[config.mk]
export PLATFORM = sky130hd
export DESIGN_NAME = reg_write_arbiter
export DESIGN_NICKNAME = d
export VERILOG_FILES = /design/src/rtl/reg_write_arbiter.sv
export SDC_FILE = /design/constraint.sdc
export NUM_CORES = 1
export LEC_CHECK = 0
export ABC_AREA = 1
export CORE_MARGIN = 3
export CORE_UTILIZATION = 40
export DETAILED_ROUTE_END_ITERATION = 12
export PLACE_DENSITY = 0.66
export SLEW_MARGIN = 20
export SYNTH_ARGS = -nofsm -noshare
export SYNTH_HDL_FRONTEND = slang
export SYNTH_SLANG_ARGS = --single-unit
[constraint.sdc]
create_clock -name clk -period 2.7 [get_ports clk]
set_input_delay 0.54 -clock clk [delete_from_list [all_inputs] [get_ports clk]]
set_output_delay 0.54 -clock clk [all_outputs]
set_load 0.05 [all_outputs]
[src/rtl/reg_write_arbiter.sv]
// reg_write_arbiter: N_REQ single-entry write slots funnelled onto one register-bank write port.
// Define REG_WRITE_ARBITER_FIXED_PRIO_EN for lowest-index-wins arbitration instead of round-robin.
module reg_write_arbiter #(
  parameter int unsigned N_REQ      = 2,
  parameter int unsigned ADDR_WIDTH = 8,
  parameter int unsigned DATA_WIDTH = 32
) (
  input  logic                          clk,
  input  logic                          i_reset,
  input  logic [N_REQ*ADDR_WIDTH-1:0]   i_w_addr,
  input  logic [N_REQ*DATA_WIDTH-1:0]   i_w_data,
  input  logic [N_REQ-1:0]              i_w_en,
  input  logic                          i_clear_overflow,
  output logic [ADDR_WIDTH-1:0]         o_w_addr,
  output logic [DATA_WIDTH-1:0]         o_w_data,
  output logic                          o_w_en,
  output logic [N_REQ-1:0]              o_pending,
  output logic [N_REQ-1:0]              o_overflow
);

  localparam int unsigned IDX_W = (N_REQ > 1) ? $clog2(N_REQ) : 1;

  logic [ADDR_WIDTH-1:0] slot_addr [N_REQ];
  logic [DATA_WIDTH-1:0] slot_data [N_REQ];
  logic [N_REQ-1:0]      pend;
  logic                  gnt_vld_c;
  logic [IDX_W-1:0]      gnt_idx_c;
  logic [N_REQ-1:0]      gnt_oh_c;
  logic [N_REQ-1:0]      drop_c;

`ifdef REG_WRITE_ARBITER_FIXED_PRIO_EN
  // Lowest pending index wins; scanning downward leaves the lowest one assigned last.
  always_comb begin
    gnt_vld_c = 1'b0;
    gnt_idx_c = '0;
    for (int i = int'(N_REQ) - 1; i >= 0; i--) begin
      if (pend[IDX_W'(i)]) begin
        gnt_vld_c = 1'b1;
        gnt_idx_c = IDX_W'(i);
      end
    end
  end
`else
  logic [IDX_W-1:0] rr_ptr;
  logic [IDX_W-1:0] cand_c;

  // Round-robin: first pending slot at or after last grant + 1, wrapping.
  always_comb begin
    gnt_vld_c = 1'b0;
    gnt_idx_c = '0;
    cand_c    = '0;
    for (int unsigned i = 0; i < N_REQ; i++) begin
      cand_c = IDX_W'((32'(rr_ptr) + i + 32'd1) % N_REQ);
      if (!gnt_vld_c && pend[cand_c]) begin
        gnt_vld_c = 1'b1;
        gnt_idx_c = cand_c;
      end
    end
  end

  // Pointer holds the last granted index; reset value makes requester 0 first.
  always_ff @(posedge clk) begin
    if (i_reset) begin
      rr_ptr <= IDX_W'(N_REQ - 1);
    end else if (gnt_vld_c) begin
      rr_ptr <= gnt_idx_c;
    end
  end
`endif

  assign gnt_oh_c  = gnt_vld_c ? (N_REQ'(1) << gnt_idx_c) : '0;
  assign drop_c    = i_w_en & pend & ~gnt_oh_c;
  assign o_pending = pend;

  // Per-requester holding slot; a strobe on the granted cycle reloads the freed slot.
  for (genvar k = 0; k < N_REQ; k++) begin : g_slot
    always_ff @(posedge clk) begin
      if (i_reset) begin
        pend[k]      <= 1'b0;
        slot_addr[k] <= '0;
        slot_data[k] <= '0;
      end else if (i_w_en[k] && (!pend[k] || gnt_oh_c[k])) begin
        pend[k]      <= 1'b1;
        slot_addr[k] <= i_w_addr[k*ADDR_WIDTH +: ADDR_WIDTH];
        slot_data[k] <= i_w_data[k*DATA_WIDTH +: DATA_WIDTH];
      end else if (gnt_oh_c[k]) begin
        pend[k]      <= 1'b0;
      end
    end
  end

  // Register-bank port: address/data hold their last value on idle cycles.
  always_ff @(posedge clk) begin
    if (i_reset) begin
      o_w_en   <= 1'b0;
      o_w_addr <= '0;
      o_w_data <= '0;
    end else begin
      o_w_en <= gnt_vld_c;
      if (gnt_vld_c) begin
        o_w_addr <= slot_addr[gnt_idx_c];
        o_w_data <= slot_data[gnt_idx_c];
      end
    end
  end

  // Sticky drop flags; a new drop outranks a simultaneous clear.
  always_ff @(posedge clk) begin
    if (i_reset) begin
      o_overflow <= '0;
    end else begin
      o_overflow <= (o_overflow & ~{N_REQ{i_clear_overflow}}) | drop_c;
    end
  end

endmodule
==> results.json, run 1 <==
{
  "cts_hold_buf": 0,
  "grt_pass1_vias": 4163,
  "p_leak_uw": 0.003306,
  "place.gp.congestion": 0.7970,
  "layout_min_cycle_time_ns": 2.201,
  "fin_util": 0.5546,
  "critPathBufInv": 1,
  "vias_per_cell": 4.590,
  "hold_depth": 2,
  "antenna_cells": 0,
  "drv_slew": 0,
  "pin_count": 130,
  "syn_to_final_growth_pct": 34.29,
  "p_switching_uw": 1338,
  "min_to": "o_overflow[1]",
  "r2r-start": "o_pending[1]",
  "p_sw_frac": 0.2602,
  "fin_crit_sh": 0.8152,
  "worstPathCellList": "clkdlybuf4s50_1",
  "io_buffers": 129,
  "finClkSkew_ns": 0.008825,
  "dieHeight_um": 123.4,
  "synth_top_family_by_area": "simple AND/OR/NAND/NOR gates",
  "crit_type": "register to output pin",
  "seq_power_share": 0.443,
  "grt_overflow": 0,
  "ys_top_cells_by_area": "edfxtp_1 (44%), dfxtp_1 (17%), nor2_1 (11%)",
  "grt_usage": 0.1628,
  "syn_avg_cell_area_um2": 8.750,
  "synth_flop_cell": "edfxtp_1",
  "pwr-share-comb": 0.164,
  "pwr-share-clk": 0.393,
  "grt_antenna_before_repair": 0,
  "critPathRequiredTime_ns": 2.16,
  "core-area_um2": 13350,
  "synth_edf_count": 80,
  "synth_compound_area_frac": 0.07762,
  "synthMuxAreaShare": 0,
  "start_kind": "register",
  "yosys.area_share.adder": 0,
  "critical_path.max_stage_delay_ns": 0.85,
  "clock.fmax_mhz": 454.3,
  "fin_setup_tns_ns": 0,
  "die_w_um": 123.4,
  "synthSimpleGateAreaFrac": 0.1870,
  "cts_tree": "yes",
  "reg2reg_depth": 5,
  "synth_fp_nets": 715,
  "holdCritPathClass": "register to register",
  "yosys_warnings": 0,
  "vias": 4319,
  "grt_max_degree": 81,
  "max-vdd-ir-drop_uv": 382.1,
  "reg2reg_setup_slack_ns": 1.10,
  "clock_insertion_delay_worst_skew_ns": 0.40,
  "htreeDepth": 4,
  "drc": 0,
  "p_per_area_nw_per_um2": 694.6,
  "row_count": 42,
  "yosysSeqAreaShare": 0.6028,
  "drive_gt1_frac": 0.05882,
  "crit_family": "buffers and inverters",
  "outcome": "completed",
  "setup_viol": 0,
  "drtAntennaViolNets": 0,
  "ys_seq_elements": 126,
  "tightest_slew_ns": 0.8399,
  "clkSinkCount": 126,
  "cts_setup_buffers": 0,
  "timing.rr.end": "o_w_data[18]",
  "clkSlewWorstSetupHoldPaths_ns": 0.05,
  "grt_pass1_wl_mm": 19.11,
  "cts_buffer_depth": 2,
  "slew_headroom": 0.4401,
  "ys_types": 19,
  "rsz0062_at_grt": "false",
  "wl_per_cell_um": 12.85,
  "nets": 837,
  "synth_xor_area_frac": 0,
  "hold_start": "o_overflow[1]",
  "cts_made_buffers": 17,
  "netlist_instances": 630,
  "ctsResizeCount": 0,
  "cts-root-buf": "clkbuf_16",
  "worstPathArrival_ns": 1.66,
  "endpoint_kind": "output pin",
  "totalWireLength_mm": 12.10,
  "finalHoldViolCount": 0,
  "hpwl_mm": 8.031,
  "maxCapViolCount": 0,
  "cp_slowest_cell": "clkdlybuf4s50_1",
  "synth_top_area_frac": 0.4358,
  "firstDrtPassIters": 5,
  "yosys.area.top_type": "edfxtp_1",
  "worstPathMaxFanout": 6,
  "intPower_uw": 3805,
  "synth_area_um2": 5513,
  "die-area_um2": 15230,
  "start_util": 0.4130,
  "drtIter0Drc": 325,
  "ys_async_sr_fraction": 0
}
power by group through the flow:
stage	Clock, uW	Sequential, uW	Combinational [uW]
5_1_grt	2160	2290	922
3_5_place_dp	0	2320	850
3_3_place_gp	0	2310	834
2_1_floorplan	0	2510	337
6_report	2020	2280	845
4_1_cts	2060	2280	853
placed cells by master, fill, tap and decap left out:
cell type / instances
dfxtp_2: 1
nor2_1: 161
buf_4: 11
o21ai_1: 40
nand2_1: 45
buf_12: 1
nand2_2: 4
clkbuf_8: 1
clkinv_1: 4
clkinv_2: 4
nand4_1: 1
o211ai_1: 1
nand3_1: 42
inv_1: 124
a21oi_1: 44
or2_2: 1
clkbuf_16: 17
bufinv_16: 1
inv_2: 1
dfxtp_1: 45
nand3_2: 2
edfxtp_1: 80
clkbuf_1: 4
clkdlybuf4s50_1: 129
clkinvlp_4: 1
logic make-up after synthesis:
| logic type | Yosys count |
|---|---|
| simple gates | 256 |
| buf+inv | 163 |
| flops | 126 |
| compound gates | 85 |
state kept, by name, summed over array words and instances, names as in the netlist:
signal      flops
o_w_addr        8
o_w_data       32
slot_data      64
o_overflow      2
o_pending       2
o_w_en          1
rr_ptr          1
slot_addr      16
worst max path at each step:
| stage | startpoint | to | slack [ns] | cells after the start |
|---|---|---|---|---|
| after floorplan | o_pending[0] | slot_addr[1][0] | 0.34 | 5 |
| after global routing | o_pending[0] | o_pending[0] | 0.44 | 1 |
| after global placement | i_reset | slot_addr[1][0] | 0.65 | 5 |
| final | o_pending[0] | o_pending[0] | 0.50 | 1 |
| after CTS | o_pending[0] | o_pending[0] | 0.48 | 1 |
| after detailed placement | i_reset | slot_data[1][5] | 0.60 | 5 |
through the flow:
step           instance area [um^2]  setup slack, ns  hold WS, ns  cells  total power (uW)
2_1_floorplan                  5513           0.3357       0.4997    630              2851
3_3_place_gp                   6877           0.6461       0.4599    909              3146
3_5_place_dp                   6877           0.5968       0.4690    909              3165
4_1_cts                        7403           0.4841       0.4756    941              5187
5_1_grt                        7403           0.4427       0.4924    941              5368
6_report                       7403           0.4989       0.4718    941              5143
synth_stat cells, types with 2 or more instances:
| library cell | instances |
|---|---|
| nor2_1 | 161 |
| nand2_2 | 2 |
| buf_6 | 13 |
| o21ai_1 | 40 |
| inv_1 | 124 |
| a21oi_1 | 44 |
| nand2_1 | 47 |
| edfxtp_1 | 80 |
| buf_2 | 14 |
| dfxtp_1 | 46 |
| clkbuf_1 | 4 |
| buf_1 | 6 |
| nand3_1 | 43 |
cell type report:
cell class / instances / area, um^2
Clock inverter: 10 / 72.57
Multi-Input combinational cell: 341 / 1469
Inverter: 125 / 469.2
Timing Repair Buffer: 141 / 1394
Fill cell: 1217 / 5944
Sequential cell: 126 / 3324
Tap cell: 176 / 220.2
Clock buffer: 22 / 454.2
layer usage:
layer | wire length (um) | track usage
met5 | 0 | 0
met4 | 84 | 0.04775
met3 | 689 | 0.04575
met2 | 6162 | 0.2813
met1 | 5159 | 0.1983
No activity file was read; power rests on OpenSTA's default activity.
==> inputs of run 2 (changes only) <==
- clock period: 2.7 -> 2.3 ns (I/O delays scaled with it)
==> run 2 against run 1 <==
Net effect:
- final area is 1.3% higher
- sequential power is 17% higher
- worst hold slack hardly changed
- worst setup slack worse by 0.34 ns
- utilization is 0.73 points higher
- combinational power is 18% higher
- critical endpoint unchanged
- power is 22% higher
- sequential share of layout area is 0.55 points lower
- critical path depth stayed put
- highest routed layer unchanged
- first-iteration DRC count is 45% lower
- via count is 0.32% lower
- global-route usage is 0.79 points higher
==> results.json, run 2 (synthesized netlist as in run 1, its figures left out) <==
{
  "finalHoldViolCount": 0,
  "vias_per_cell": 4.570,
  "antenna_cells": 0,
  "syn_to_final_growth_pct": 36.06,
  "tightest_slew_ns": 0.7828,
  "hpwl_mm": 7.972,
  "max-vdd-ir-drop_uv": 459.3,
  "grt_usage": 0.1707,
  "vias": 4305,
  "die-area_um2": 15230,
  "endpoint_kind": "output pin",
  "maxCapViolCount": 0,
  "wl_per_cell_um": 12.97,
  "drv_slew": 0,
  "core-area_um2": 13350,
  "cts_made_buffers": 17,
  "fin_util": 0.5620,
  "drc": 0,
  "slew_headroom": 0.4781,
  "grt_overflow": 0,
  "outcome": "completed",
  "cp_slowest_cell": "clkdlybuf4s50_1",
  "layout_min_cycle_time_ns": 2.136,
  "top_register": "slot_data",
  "hold_slack_ns": 0.4719,
  "fin_crit_sh": 0.9288,
  "critPathRequiredTime_ns": 1.84,
  "clkSinkCount": 126,
  "clock.fmax_mhz": 468.1,
  "top_regs": "slot_data: 64 flops, o_w_data: 32 flops, slot_addr: 16 flops",
  "setup_viol": 0,
  "grt_pass1_wl_mm": 19.83,
  "htreeDepth": 4,
  "io_buffers": 129,
  "clkSlewWorstSetupHoldPaths_ns": 0.05,
  "cts-root-buf": "clkbuf_16",
  "power_uw": 6263,
  "critical_path.max_stage_delay_ns": 0.85,
  "ctsResizeCount": 0,
  "firstDrtPassIters": 4,
  "dieHeight_um": 123.4,
  "drtAntennaViolNets": 0,
  "nets": 838,
  "cts_hold_buf": 0,
  "totalWireLength_mm": 12.22,
  "cts_setup_buffers": 0,
  "die_w_um": 123.4,
  "p_leak_uw": 0.003358,
  "crit_family": "buffers and inverters",
  "grt_max_degree": 81,
  "cts_buffer_depth": 2,
  "holdCritPathClass": "register to register",
  "fin_setup_tns_ns": 0,
  "drive_gt1_frac": 0.06527,
  "pin_count": 130,
  "p_per_area_nw_per_um2": 834.9,
  "crit_type": "register to output pin",
  "drtIter0Drc": 180,
  "row_count": 42,
  "clock_insertion_delay_worst_skew_ns": 0.41,
  "start_util": 0.4130,
  "grt_antenna_before_repair": 0,
  "grt_pass1_vias": 4200,
  "worstPathCellList": "clkdlybuf4s50_1",
  "final_cell_mix": "nor2_1 (161), clkdlybuf4s50_1 (128), inv_1 (124)",
  "rsz0062_at_grt": "false",
  "place.gp.congestion": 0.7708,
  "critPathBufInv": 1,
  "worstPathMaxFanout": 6,
  "largest_reg_flops": 64,
  "final_common_cell": "nor2_1",
  "finClkSkew_ns": 0.005877,
  "start_kind": "register",
  "worstPathArrival_ns": 1.68,
  "cts_tree": "yes"
}
==> run 2: report_power, final <==
group	internal (uW)	switching [uW]	total [uW]
Combinational	389	615	1000
Sequential	2600	72.0	2670
Clock	1690	897	2590
==> run 2: per-layer routing <==
metal / wire [um] / vias up / GRT usage
li1: - / 2208 / -
met1: 4927 / 1968 / 0.1991
met2: 6386 / 114 / 0.2926
met3: 728 / 15 / 0.04620
met4: 176 / 0 / 0.07820
met5: 0 / - / 0
==> run 2: area by class of cell <==
class / instances / area, um^2
Tap cell: 176 / 220.2
Multi-Input combinational cell: 341 / 1469
Timing Repair Buffer: 142 / 1436
Inverter: 125 / 469.2
Clock buffer: 23 / 488.0
Fill cell: 1205 / 5847
Clock inverter: 9 / 91.34
Sequential cell: 126 / 3327
==> run 2: worst min-delay path, cell delays in order, from the launching register on <==
cell and delay, ns:
dfxtp_1 0.31, nand2_1 0.06, a21oi_1 0.05
==> run 2: final timing paths <==
| path | startpoint | endpoint | slack (ns) | cells after the start |
|---|---|---|---|---|
| hold reg to reg | o_overflow[1] | o_overflow[1] | 0.47 | 2 |
| setup reg to reg | o_pending[0] | o_w_data[13] | 0.75 | 5 |
| hold / removal | o_overflow[1] | o_overflow[1] | 0.47 | 2 |
| setup / recovery | o_pending[0] | o_pending[0] | 0.16 | 1 |
==> run 2: stage by stage <==
stage / area (um^2) / setup WS (ns) / cells
floorplan: 5515 / 0.1052 / 630
finish: 7501 / 0.1637 / 942
global route: 7501 / 0.08665 / 942
detailed placement: 6922 / 0.2935 / 910
CTS: 7501 / 0.1337 / 942
global placement: 6922 / 0.3641 / 910
==> inputs of run 3 (changes only) <==
- CORE_UTILIZATION: 40 -> 34
- PLACE_DENSITY: 0.66 -> unset
==> run 3 against run 2 <==
Net effect:
- final area is 0.70% higher
- register-to-register slack about the same
- highest routed layer unchanged
- sequential share of layout area shrank 0.31 points
- power up 0.61%
- critical path depth stayed put
- largest power group unchanged
==> results.json, run 3 (synthesized netlist as in run 1, its figures left out) <==
{
  "pwr-share-comb": 0.160,
  "final_cell_mix": "nor2_1 (161), clkdlybuf4s50_1 (128), inv_1 (124)",
  "p_switching_uw": 1622,
  "wl_per_cell_um": 12.68,
  "start_kind": "register",
  "grt_pass1_vias": 4317,
  "start_util": 0.3548,
  "die-area_um2": 17780,
  "totalWireLength_mm": 12.37,
  "cts_setup_buffers": 0,
  "intPower_uw": 4678,
  "antenna_cells": 0,
  "drtIter0Drc": 223,
  "core-area_um2": 15540,
  "clock_insertion_delay_worst_skew_ns": 0.42,
  "fin_crit_sh": 0.9386,
  "pwr-share-clk": 0.417,
  "grt_antenna_before_repair": 0,
  "finalHoldViolCount": 0,
  "setup_viol": 0,
  "multi_input_area_um2": 1469,
  "regArea_um2": 3327,
  "cts-root-buf": "clkbuf_16",
  "hpwl_mm": 8.286,
  "io_buffers": 129,
  "grt_overflow": 0,
  "critPathBufInv": 1,
  "ctsResizeCount": 0,
  "firstDrtPassIters": 4,
  "p_sw_frac": 0.2575,
  "die_w_um": 133.3,
  "crit_family": "buffers and inverters",
  "pin_count": 130,
  "dieHeight_um": 133.3,
  "outcome": "completed",
  "reg2reg_setup_slack_ns": 0.76,
  "nets": 837,
  "largest_reg_flops": 64,
  "worstPathCellList": "clkdlybuf4s50_1",
  "cts_hold_buf": 0,
  "top_register": "slot_data",
  "drc": 0,
  "max-vdd-ir-drop_uv": 501.5,
  "syn_to_final_growth_pct": 37.02,
  "clock.fmax_mhz": 463.2,
  "cts_made_buffers": 17,
  "htreeDepth": 4,
  "drive_gt1_frac": 0.06667,
  "finClkSkew_ns": 0.01426,
  "critPathRequiredTime_ns": 1.84,
  "holdCritPathClass": "register to register",
  "row_count": 45,
  "grt_usage": 0.1473,
  "fin_util": 0.4861,
  "crit_type": "register to output pin",
  "p_per_area_nw_per_um2": 834.1,
  "cts_tree": "yes",
  "endpoint_kind": "output pin",
  "grt_max_degree": 81,
  "cts_buffer_depth": 2,
  "cp_slowest_cell": "clkdlybuf4s50_1",
  "p_leak_uw": 0.003351,
  "seq_power_share": 0.424,
  "worstPathMaxFanout": 6,
  "slew_headroom": 0.4914,
  "clkSlewWorstSetupHoldPaths_ns": 0.05,
  "final_common_cell": "nor2_1",
  "maxCapViolCount": 0,
  "drv_slew": 0,
  "tightest_slew_ns": 0.7629,
  "place.gp.congestion": 0.7388,
  "clkSinkCount": 126,
  "critical_path.max_stage_delay_ns": 0.85,
  "vias": 4303,
  "layout_min_cycle_time_ns": 2.159,
  "drtAntennaViolNets": 0,
  "rsz0062_at_grt": "false",
  "vias_per_cell": 4.409,
  "fin_setup_tns_ns": 0,
  "top_regs": "slot_data: 64 flops, o_w_data: 32 flops, slot_addr: 16 flops",
  "grt_pass1_wl_mm": 20.57,
  "fill_cells": 1466,
  "worstPathArrival_ns": 1.70
}
[run 3: area by class of cell]
type,instances,share of cell area
clock inverter,12,0.01938
multi-input combinational,341,0.1945
sequential,126,0.4405
clock buffer,20,0.05781
inverter,125,0.06212
tap,211,0.03495
timing repair buffer,141,0.1908
[run 3: metal layers]
| layer | vias to the layer above | routed length (um) | track usage |
|---|---|---|---|
| met3 | 19 | 643 | 0.04343 |
| met2 | 111 | 6176 | 0.2517 |
| met1 | 1963 | 5348 | 0.1727 |
| li1 | 2210 | - | - |
| met5 | - | 0 | 0 |
| met4 | 0 | 205 | 0.06286 |
[run 3: worst min-delay path: cells and delay by family (launching register included)]
kind / cells / cell delay, ns
DFF: 1 / 0.31
and+or+nand+nor: 1 / 0.06
AOI/OAI and AO/OA: 1 / 0.05
[run 3: stage by stage]
step	worst slack [ns]	instance area, um^2	power [uW]	std cells	hold WS [ns]
floorplan	0.1052	5515	3347	630	0.4997
global placement	0.2674	6970	3715	944	0.4608
detailed placement	0.2298	6970	3730	944	0.4597
CTS	0.1209	7553	6380	976	0.4671
global route	0.09104	7553	6580	976	0.4751
finish	0.1412	7553	6301	976	0.4639
[run 3: final timing paths]
| kind | to | from | cells past startpoint |
|---|---|---|---|
| setup / recovery | o_pending[0] | o_pending[0] | 1 |
| hold / removal | o_overflow[1] | o_overflow[1] | 2 |
| setup reg to reg | o_w_data[25] | o_pending[0] | 5 |
| hold reg to reg | o_overflow[1] | o_overflow[1] | 2 |
[run 3: power by group through the flow]
| stage | Combinational (uW) | Sequential [uW] | Clock, uW |
|---|---|---|---|
| CTS | 1020 | 2670 | 2690 |
| floorplan | 397 | 2950 | 0 |
| detailed placement | 1010 | 2720 | 0 |
| global route | 1100 | 2690 | 2790 |
| finish | 1010 | 2670 | 2620 |
| global placement | 1000 | 2710 | 0 |
